<file path="src/rtl/bcd_serial_adder.sv">
// bcd_serial_adder
// Digit-serial BCD adder. It adds two packed DIGITS-digit BCD operands and a
// carry-in, one decimal digit per clock, least-significant digit first.
// Each digit is added in binary and then corrected by +6.
// A start/busy/done handshake frames each operation.
//
// Handshake: start is sampled only while busy=0, which covers both IDLE and
// the DONE cycle. An accepted start raises busy on the next cycle for exactly
// DIGITS cycles. done then pulses for one cycle, and in that same cycle
// sum/cout/err take their new values. They hold those values until the next
// done pulse. A start seen while busy=1 is ignored.
//
// Ports:
//   clk       rising-edge clock
//   rst_n     synchronous active-low reset
//   start     begin an addition (sampled when busy=0)
//   a, b      packed BCD operands; digit 0 sits in bits [3:0]
//   cin       decimal carry into digit 0
//   busy      high while digits are being processed
//   done      one-cycle completion pulse
//   sum       registered BCD result
//   cout      decimal carry out of the top digit
//   err       some operand digit was > 9 in the completed operation
//   dbg_state current FSM state (0 IDLE, 1 RUN, 2 DONE)
module bcd_serial_adder #(
    parameter int DIGITS = 4
) (
    input  logic                  clk,
    input  logic                  rst_n,
    input  logic                  start,
    input  logic [4*DIGITS-1:0]   a,
    input  logic [4*DIGITS-1:0]   b,
    input  logic                  cin,
    output logic                  busy,
    output logic                  done,
    output logic [4*DIGITS-1:0]   sum,
    output logic                  cout,
    output logic                  err,
    output logic [1:0]            dbg_state
);

    localparam int W     = 4 * DIGITS;
    localparam int CNT_W = $clog2(DIGITS + 1);

    localparam logic [1:0] S_IDLE = 2'd0;
    localparam logic [1:0] S_RUN  = 2'd1;
    localparam logic [1:0] S_DONE = 2'd2;

    localparam logic [CNT_W-1:0] CNT_LAST = CNT_W'(DIGITS - 1);

    logic [1:0]       state_q,   state_d;
    logic [W-1:0]     a_sh_q,    a_sh_d;
    logic [W-1:0]     b_sh_q,    b_sh_d;
    logic [W-1:0]     acc_q,     acc_d;
    logic             carry_q,   carry_d;
    logic [CNT_W-1:0] cnt_q,     cnt_d;
    logic             err_acc_q, err_acc_d;
    logic [W-1:0]     sum_q,     sum_d;
    logic             cout_q,    cout_d;
    logic             err_q,     err_d;
    logic             busy_q,    busy_d;
    logic             done_q,    done_d;

    // Datapath for the digit currently at the bottom of the shift registers.
    logic [4:0]       z;
    logic [3:0]       digit;
    logic             digit_carry;
    logic             digit_bad;
    logic [W+3:0]     acc_shift;
    logic [W-1:0]     acc_next;

    always_comb begin
        z           = {1'b0, a_sh_q[3:0]} + {1'b0, b_sh_q[3:0]} + {4'b0, carry_q};
        digit_carry = (z > 5'd9);
        // Adding 6 and keeping the low nibble gives (z + 6) mod 16.
        digit       = digit_carry ? (z[3:0] + 4'd6) : z[3:0];
        digit_bad   = (a_sh_q[3:0] > 4'd9) || (b_sh_q[3:0] > 4'd9);
        // Shift the new digit in at the top. Going through a wider vector
        // keeps this legal when DIGITS=1.
        acc_shift   = {digit, acc_q};
        acc_next    = acc_shift[W+3:4];
    end

    always_comb begin
        state_d   = state_q;
        a_sh_d    = a_sh_q;
        b_sh_d    = b_sh_q;
        acc_d     = acc_q;
        carry_d   = carry_q;
        cnt_d     = cnt_q;
        err_acc_d = err_acc_q;
        sum_d     = sum_q;
        cout_d    = cout_q;
        err_d     = err_q;

        case (state_q)
            S_IDLE, S_DONE: begin
                if (start) begin
                    a_sh_d    = a;
                    b_sh_d    = b;
                    acc_d     = '0;
                    carry_d   = cin;
                    cnt_d     = '0;
                    err_acc_d = 1'b0;
                    state_d   = S_RUN;
                end else begin
                    state_d   = S_IDLE;
                end
            end
            S_RUN: begin
                acc_d     = acc_next;
                a_sh_d    = a_sh_q >> 4;
                b_sh_d    = b_sh_q >> 4;
                carry_d   = digit_carry;
                err_acc_d = err_acc_q | digit_bad;
                cnt_d     = cnt_q + 1'b1;
                if (cnt_q == CNT_LAST) begin
                    // Publish the result on the same edge as the last digit.
                    sum_d   = acc_next;
                    cout_d  = digit_carry;
                    err_d   = err_acc_q | digit_bad;
                    state_d = S_DONE;
                end
            end
            default: state_d = S_IDLE;
        endcase

        // busy and done are registered copies of the next state, so every
        // output comes straight from a flop.
        busy_d = (state_d == S_RUN);
        done_d = (state_d == S_DONE);
    end

    always_ff @(posedge clk) begin
        if (!rst_n) begin
            state_q   <= S_IDLE;
            a_sh_q    <= '0;
            b_sh_q    <= '0;
            acc_q     <= '0;
            carry_q   <= 1'b0;
            cnt_q     <= '0;
            err_acc_q <= 1'b0;
            sum_q     <= '0;
            cout_q    <= 1'b0;
            err_q     <= 1'b0;
            busy_q    <= 1'b0;
            done_q    <= 1'b0;
        end else begin
            state_q   <= state_d;
            a_sh_q    <= a_sh_d;
            b_sh_q    <= b_sh_d;
            acc_q     <= acc_d;
            carry_q   <= carry_d;
            cnt_q     <= cnt_d;
            err_acc_q <= err_acc_d;
            sum_q     <= sum_d;
            cout_q    <= cout_d;
            err_q     <= err_d;
            busy_q    <= busy_d;
            done_q    <= done_d;
        end
    end

    assign busy      = busy_q;
    assign done      = done_q;
    assign sum       = sum_q;
    assign cout      = cout_q;
    assign err       = err_q;
    assign dbg_state = state_q;

endmodule

</file>
<file path="config.mk">
export PLATFORM = sky130hd
export DESIGN_NAME = bcd_serial_adder
export DESIGN_NICKNAME = d
export VERILOG_FILES = /design/src/rtl/bcd_serial_adder.sv
export SDC_FILE = /design/constraint.sdc
export NUM_CORES = 1
export LEC_CHECK = 0
export BUFFER_PORTS_ARGS = -buffer_cell sky130_fd_sc_hd__buf_2
export CORE_ASPECT_RATIO = 1.2
export CORE_UTILIZATION = 45
export DETAILED_ROUTE_END_ITERATION = 6
export PLACE_DENSITY = 0.68
export SETUP_SLACK_MARGIN = 0.2
export SYNTH_ARGS = -nofsm -noshare
export SYNTH_HDL_FRONTEND = slang
export SYNTH_SLANG_ARGS = --single-unit
</file>
<file path="constraint.sdc">
create_clock -name clk -period 2.9 [get_ports clk]
set_input_delay 0.29 -clock clk [delete_from_list [all_inputs] [get_ports clk]]
set_output_delay 0.29 -clock clk [all_outputs]
set_load 0.01 [all_outputs]
</file>
* Word-level counts from Yosys, hierarchy flattened
Cells that the tools add are included.
** Cells by class
- Add/subtract/negate cells :: 4
- Order comparisons :: 3
- Equality and inequality tests :: 6
- Multiplexer cells :: 16
- Bitwise logic cells :: 1
- Reductions and logical operators :: 6
** Operator list (number)
- $pmux 16 s2 :: 3
- $mux 16 :: 3
- $gt 4x4->1 const B :: 2
- $pmux 3 s2 :: 1
- $add 4x4->5 :: 1
- $add 5x1->5 :: 1
- $gt 5x4->1 const B :: 1
- $add 4x3->4 const B :: 1
- $eq 2x1->1 const B :: 2
- $eq 2x2->1 const B :: 2
- $mux 4 :: 1
- $pmux 1 s2 :: 2
- $pmux 2 s2 :: 1
- $reduce_and 2->1 :: 2
- $add 3x1->3 const B :: 1
- $eq 3x2->1 const B :: 1
- $mux 1 :: 3
- $mux 3 :: 1
- $logic_not 2->1 :: 1
- $mux 2 :: 1
- $ne 2x2->1 const B :: 1
- $reduce_bool 2->1 :: 1
- $reduce_or 2->1 :: 1
- $logic_or 1x1->1 :: 1
- $or 1x1->1 :: 1
** Storage, ports and cells
- Bits in registers :: 75
- Input port bits :: 36
- Logic and storage cells :: 48

* Logic depth before layout (Yosys ltp)
- Word-level depth :: 5
- Gate-level depth with buffers :: 9
- Mapped depth without buffers :: 9

* Worst setup path after synthesis
OpenSTA, ideal clock, no wires.
- Kind :: register to register
- From :: reg a_sh_q[0]
- To :: reg acc_q[14]
- Setup time :: 74 ps
- Arrival :: 2759 ps
- Path slack :: 66 ps
- Stages on the path, launching flop included :: 10
- Path buffers :: 0
- Period minus slack after synthesis :: 2834 ps
- Cells stage by stage :: dfxtp_1 -> fa_1 -> fa_1 -> inv_1 -> ha_1 -> and2b_2 -> a31o_1 -> o31a_1 -> or3_1 -> a31oi_1
** On the way
- Word-level cells in the longest chain between the ends :: 5
** RTL lines
- from (decl) :: line 52 : logic [W-1:0] a_sh_q, a_sh_d;
- from (signal assigned) :: line 150 : a_sh_q <= a_sh_d;
- $add 4x4->5 * :: line 73 : z = {1'b0, a_sh_q[3:0]} + {1'b0, b_sh_q[3:0]} + {4'b0, carry_q};
- $add 5x1->5 * :: line 73
- $add 4x3->4 or $gt 5x4->1 (tied branches) :: line 76, 74
- $mux 4 * :: line 76 : digit = digit_carry ? (z[3:0] + 4'd6) : z[3:0];
- $pmux 16 s2 * :: line 96 : case (state_q)
- to (signal assigned) :: line 139 : acc_q <= '0;
- to (signal assigned) :: line 152 : acc_q <= acc_d;
- to (decl) :: line 54 : logic [W-1:0] acc_q, acc_d;
Every way passes the cells marked *; elsewhere a longest branch is shown, timed or not.
A chain may end at the register's enable or synchronous reset.

* Worst setup path in the final report
- From :: reg carry_q
- To :: reg sum_q[14], in the netlist sum[14]
** On the way
- Word-level cells in the longest chain between the ends :: 3
** RTL lines
- from (decl) :: line 55 : logic carry_q, carry_d;
- from (signal assigned) :: line 153 : carry_q <= carry_d;
- $add 5x1->5 * :: line 73
- $add 4x3->4 or $gt 5x4->1 (tied branches) :: line 76, 74
- $mux 4 * :: line 76
- to (signal assigned) :: line 156 : sum_q <= sum_d;
- to (decl) :: line 58 : logic [W-1:0] sum_q, sum_d;
Marks and branches as above.

==> impl_metrics.env <==
export IMPL_outcome="completed"
export IMPL_yosysMostFrequentCell="sky130_fd_sc_hd__nand2_1"
export IMPL_clock_tree_buffer_depth=2
export IMPL_drive_above_1_share_pct=26.6
export IMPL_grt_remaining_overflow=0
export IMPL_ant_nets=0
export IMPL_synth_cells=353
export IMPL_tritoncts_clock_tree="built"
export IMPL_ios=58
export IMPL_layout_area_overhead_vs_synth_pct=22.8
export IMPL_synth_ff_type="sky130_fd_sc_hd__dfxtp_1"
export IMPL_wire_length_per_cell_um=14.3
export IMPL_antenna_violations_before_repair=0
export IMPL_r2r_start="carry_q$_SDFFE_PN0P_"
export IMPL_synthesis_yosys_warnings=0
export IMPL_crit_start="carry_q$_SDFFE_PN0P_"
export IMPL_drt_first_iter_violations=151
export IMPL_die_y_um=90.4
export IMPL_postSynth_asyncResetShare_pct=0
export IMPL_floorplan_die_area_um2=6840
export IMPL_synth_cell_types=38
export IMPL_tritoncts_num_sinks=71
export IMPL_cts_made_buffers=9
export IMPL_synth_edff_count=0
export IMPL_synth_fp_nets=397
export IMPL_post_synthesis_register_bit_count=71
export IMPL_worst_endpoint_arrival_ps=3120
export IMPL_max_freq_mhz=347
export IMPL_cp_top_family="adder cells"
export IMPL_power_leakage_uw=0.00149
export IMPL_yosys_top_cells_count="82 x sky130_fd_sc_hd__nand2_1, 71 x sky130_fd_sc_hd__dfxtp_1, 55 x sky130_fd_sc_hd__nor2_1, 24 x sky130_fd_sc_hd__a311oi_1, 24 x sky130_fd_sc_hd__clkbuf_1"
export IMPL_global_route_usage_total_pct=21.9
export IMPL_critical_path_fanout_max=5
export IMPL_synth_yosys_seq_area_share_pct=48.5
export IMPL_timing_critical_path_mode_cell="sky130_fd_sc_hd__fa_2"
export IMPL_holdWs_ps=194
export IMPL_post_synth_main_area_contributors="sky130_fd_sc_hd__dfxtp_1 48%, sky130_fd_sc_hd__nand2_1 10%, sky130_fd_sc_hd__a311oi_1 7.2%"
export IMPL_ir_worst_vdd_mv=0.376
export IMPL_yosysTopAreaCellShare_pct=48.5
export IMPL_floorplan_rows=31
export IMPL_power_density_nw_per_um2=635
export IMPL_finalWirelength_mm=7.15
export IMPL_slew_limit_headroom_pct=39.1
export IMPL_post_synth_top_area_cell="sky130_fd_sc_hd__dfxtp_1"
export IMPL_timing_clock_skew_ps=3.10
export IMPL_max_cap_viol_count=0
export IMPL_first_global_vias=2475
export IMPL_fin_crit_ps=2880
export IMPL_hp_start="b[12]"
export IMPL_starting_utilization_of_the_core_area_pct=47.5
export IMPL_hold_class="input port to flop"
export IMPL_antenna_cells_inserted=0
export IMPL_timing_critical_path_cells="fa_2, fa_2, inv_4, ha_4, and2b_2, a31o_1, o31a_1, buf_6, a311o_2"
export IMPL_dp_final_hpwl_mm=4.61
export IMPL_synth_avg_cell_area_um2=8.30
export IMPL_hold_viol_final=0
export IMPL_detail_route_first_pass_iterations=4
export IMPL_viasPerCell=5.42
export IMPL_totalNegativeSetupSlack_ps=0
export IMPL_finalWeightedCongestion=0.905
export IMPL_crit_buf_inv=2
export IMPL_vias_post_dr=2710
export IMPL_maximum_number_of_pins_on_one_net_before_global_route_repair=49
export IMPL_required_ps=3130
export IMPL_max_h_tree_level=3
export IMPL_timing_final_max_slew_violations=0
export IMPL_slowest_delay_ps=590
export IMPL_final_period_utilization_pct=99.4
export IMPL_drcViolationCount=0
export IMPL_worst_slew_pin_slew_ps=914
export IMPL_core_region_area_um2=6170
export IMPL_worstSetupStartpointType="flop"
export IMPL_clock_insertion_delay_worst_skew_ps=340
export IMPL_path_clk_slew_ps=70
export IMPL_portBuffers=57
export IMPL_worst_setup_path_type="flop to flop"
export IMPL_floorplan_die_width_um=75.7
export IMPL_rsz0062_at_grt="true"
export IMPL_timing_final_setup_violations=0
export IMPL_timing_critical_path_slowest_stage_cell="sky130_fd_sc_hd__fa_2"
export IMPL_grt_first_pass_wirelength_mm=11.4
export IMPL_total_power_uw=2290
export IMPL_cts_root_buffer_cell="sky130_fd_sc_hd__clkbuf_8"
export IMPL_nNetsFinal=457
export IMPL_syn_area_um2=2930
export IMPL_setup_worst_path_end_class="flop"
==> metrics by stage <==
stage / area [um2] / setup WS [ps] / utilization, % / cells
2_1_floorplan: 2960 / 200 / - / 353
6_report: 3600 / 16.4 / 58.4 / 500
4_1_cts: 3550 / 57.8 / 57.5 / 494
3_5_place_dp: 3290 / 52.7 / 53.4 / 473
3_3_place_gp: 3290 / 86.1 / 53.4 / 473
5_1_grt: 3600 / -20.6 / 58.4 / 500
==> kinds of logic after synthesis <==
family	Yosys count	share of synthesized area [%]
AND/OR/NAND/NOR	160	22.5
flip-flops	71	48.5
buffers and inverters	32	4.82
AO/OA/AOI/OAI	81	19.9
XOR/XNOR	1	0.299
adder cells (fa/ha/maj)	8	3.93
==> sequential cells by signal, indices dropped and copies added (netlist names) <==
register	flops
a_sh_q	16
carry_q	1
b_sh_q	16
err	1
done	1
err_acc_q	1
cnt_q	3
busy	1
dbg_state	2
sum	16
cout	1
acc_q	12
==> worst paths after layout <==
path                                           endpoint  slack (ps)  cells past startpoint
worst max-delay path               sum[14]$_SDFFE_PN0P_          20                      9
worst min-delay path            b_sh_q[12]$_SDFFE_PN0P_         190                      3
worst max register to register     sum[14]$_SDFFE_PN0P_          20                      9
worst min register to register      sum[2]$_SDFFE_PN0P_         460                      2
==> worst min-delay path: cells and delay by family <==
kind	cells	cell delay, ps
buf+inv	1	70
simple gates	1	70
compound gates	1	60
==> routing by layer <==
layer	vias to the layer above	global-route usage (%)	part of all wire, %
met1	1244	27.0	43
met4	0	11.3	2.2
li1	1352	-	-
met2	96	35.0	50
met5	-	0	0
met3	18	4.46	5.2
==> layout make-up <==
class                      count  area (um2)
clock buffer                  10         138
clock inverter                 6        60.1
fill                         596        2570
inverter                       4        17.5
multi-input combinational    250        1420
sequential                    71        1420
tap                           82         103
timing repair buffer          77         439
==> power by group <==
| group | switching (uW) | internal (uW) |
|---|---|---|
| clock | 364 | 416 |
| combinational | 235 | 205 |
| sequential | 36.6 | 1030 |
| total | 636 | 1650 |
==> cells in the final DEF, fill, tap and decap left out, types with 3 or more instances in the layout <==
cell type / n
sky130_fd_sc_hd__a21oi_1: 20
sky130_fd_sc_hd__a22oi_1: 19
sky130_fd_sc_hd__a311oi_1: 24
sky130_fd_sc_hd__and2_1: 4
sky130_fd_sc_hd__buf_2: 57
sky130_fd_sc_hd__buf_4: 19
sky130_fd_sc_hd__clkbuf_8: 10
sky130_fd_sc_hd__clkinv_2: 3
sky130_fd_sc_hd__dfxtp_1: 69
sky130_fd_sc_hd__ha_1: 5
sky130_fd_sc_hd__nand2_1: 82
sky130_fd_sc_hd__nand4_1: 4
sky130_fd_sc_hd__nor2_1: 55
sky130_fd_sc_hd__o21ai_0: 6
==> repair_timing <==
| action | in CTS | in global routing |
|---|---|---|
| pin swaps | 7 | 7 |
| buffers inserted | 5 | 6 |
| hold buffers | 0 | 0 |
| endpoints found under the setup margin | 4 | 6 |
| gates resized for setup | 4 | 1 |
Note: power is estimated with default switching activity, not from simulation.
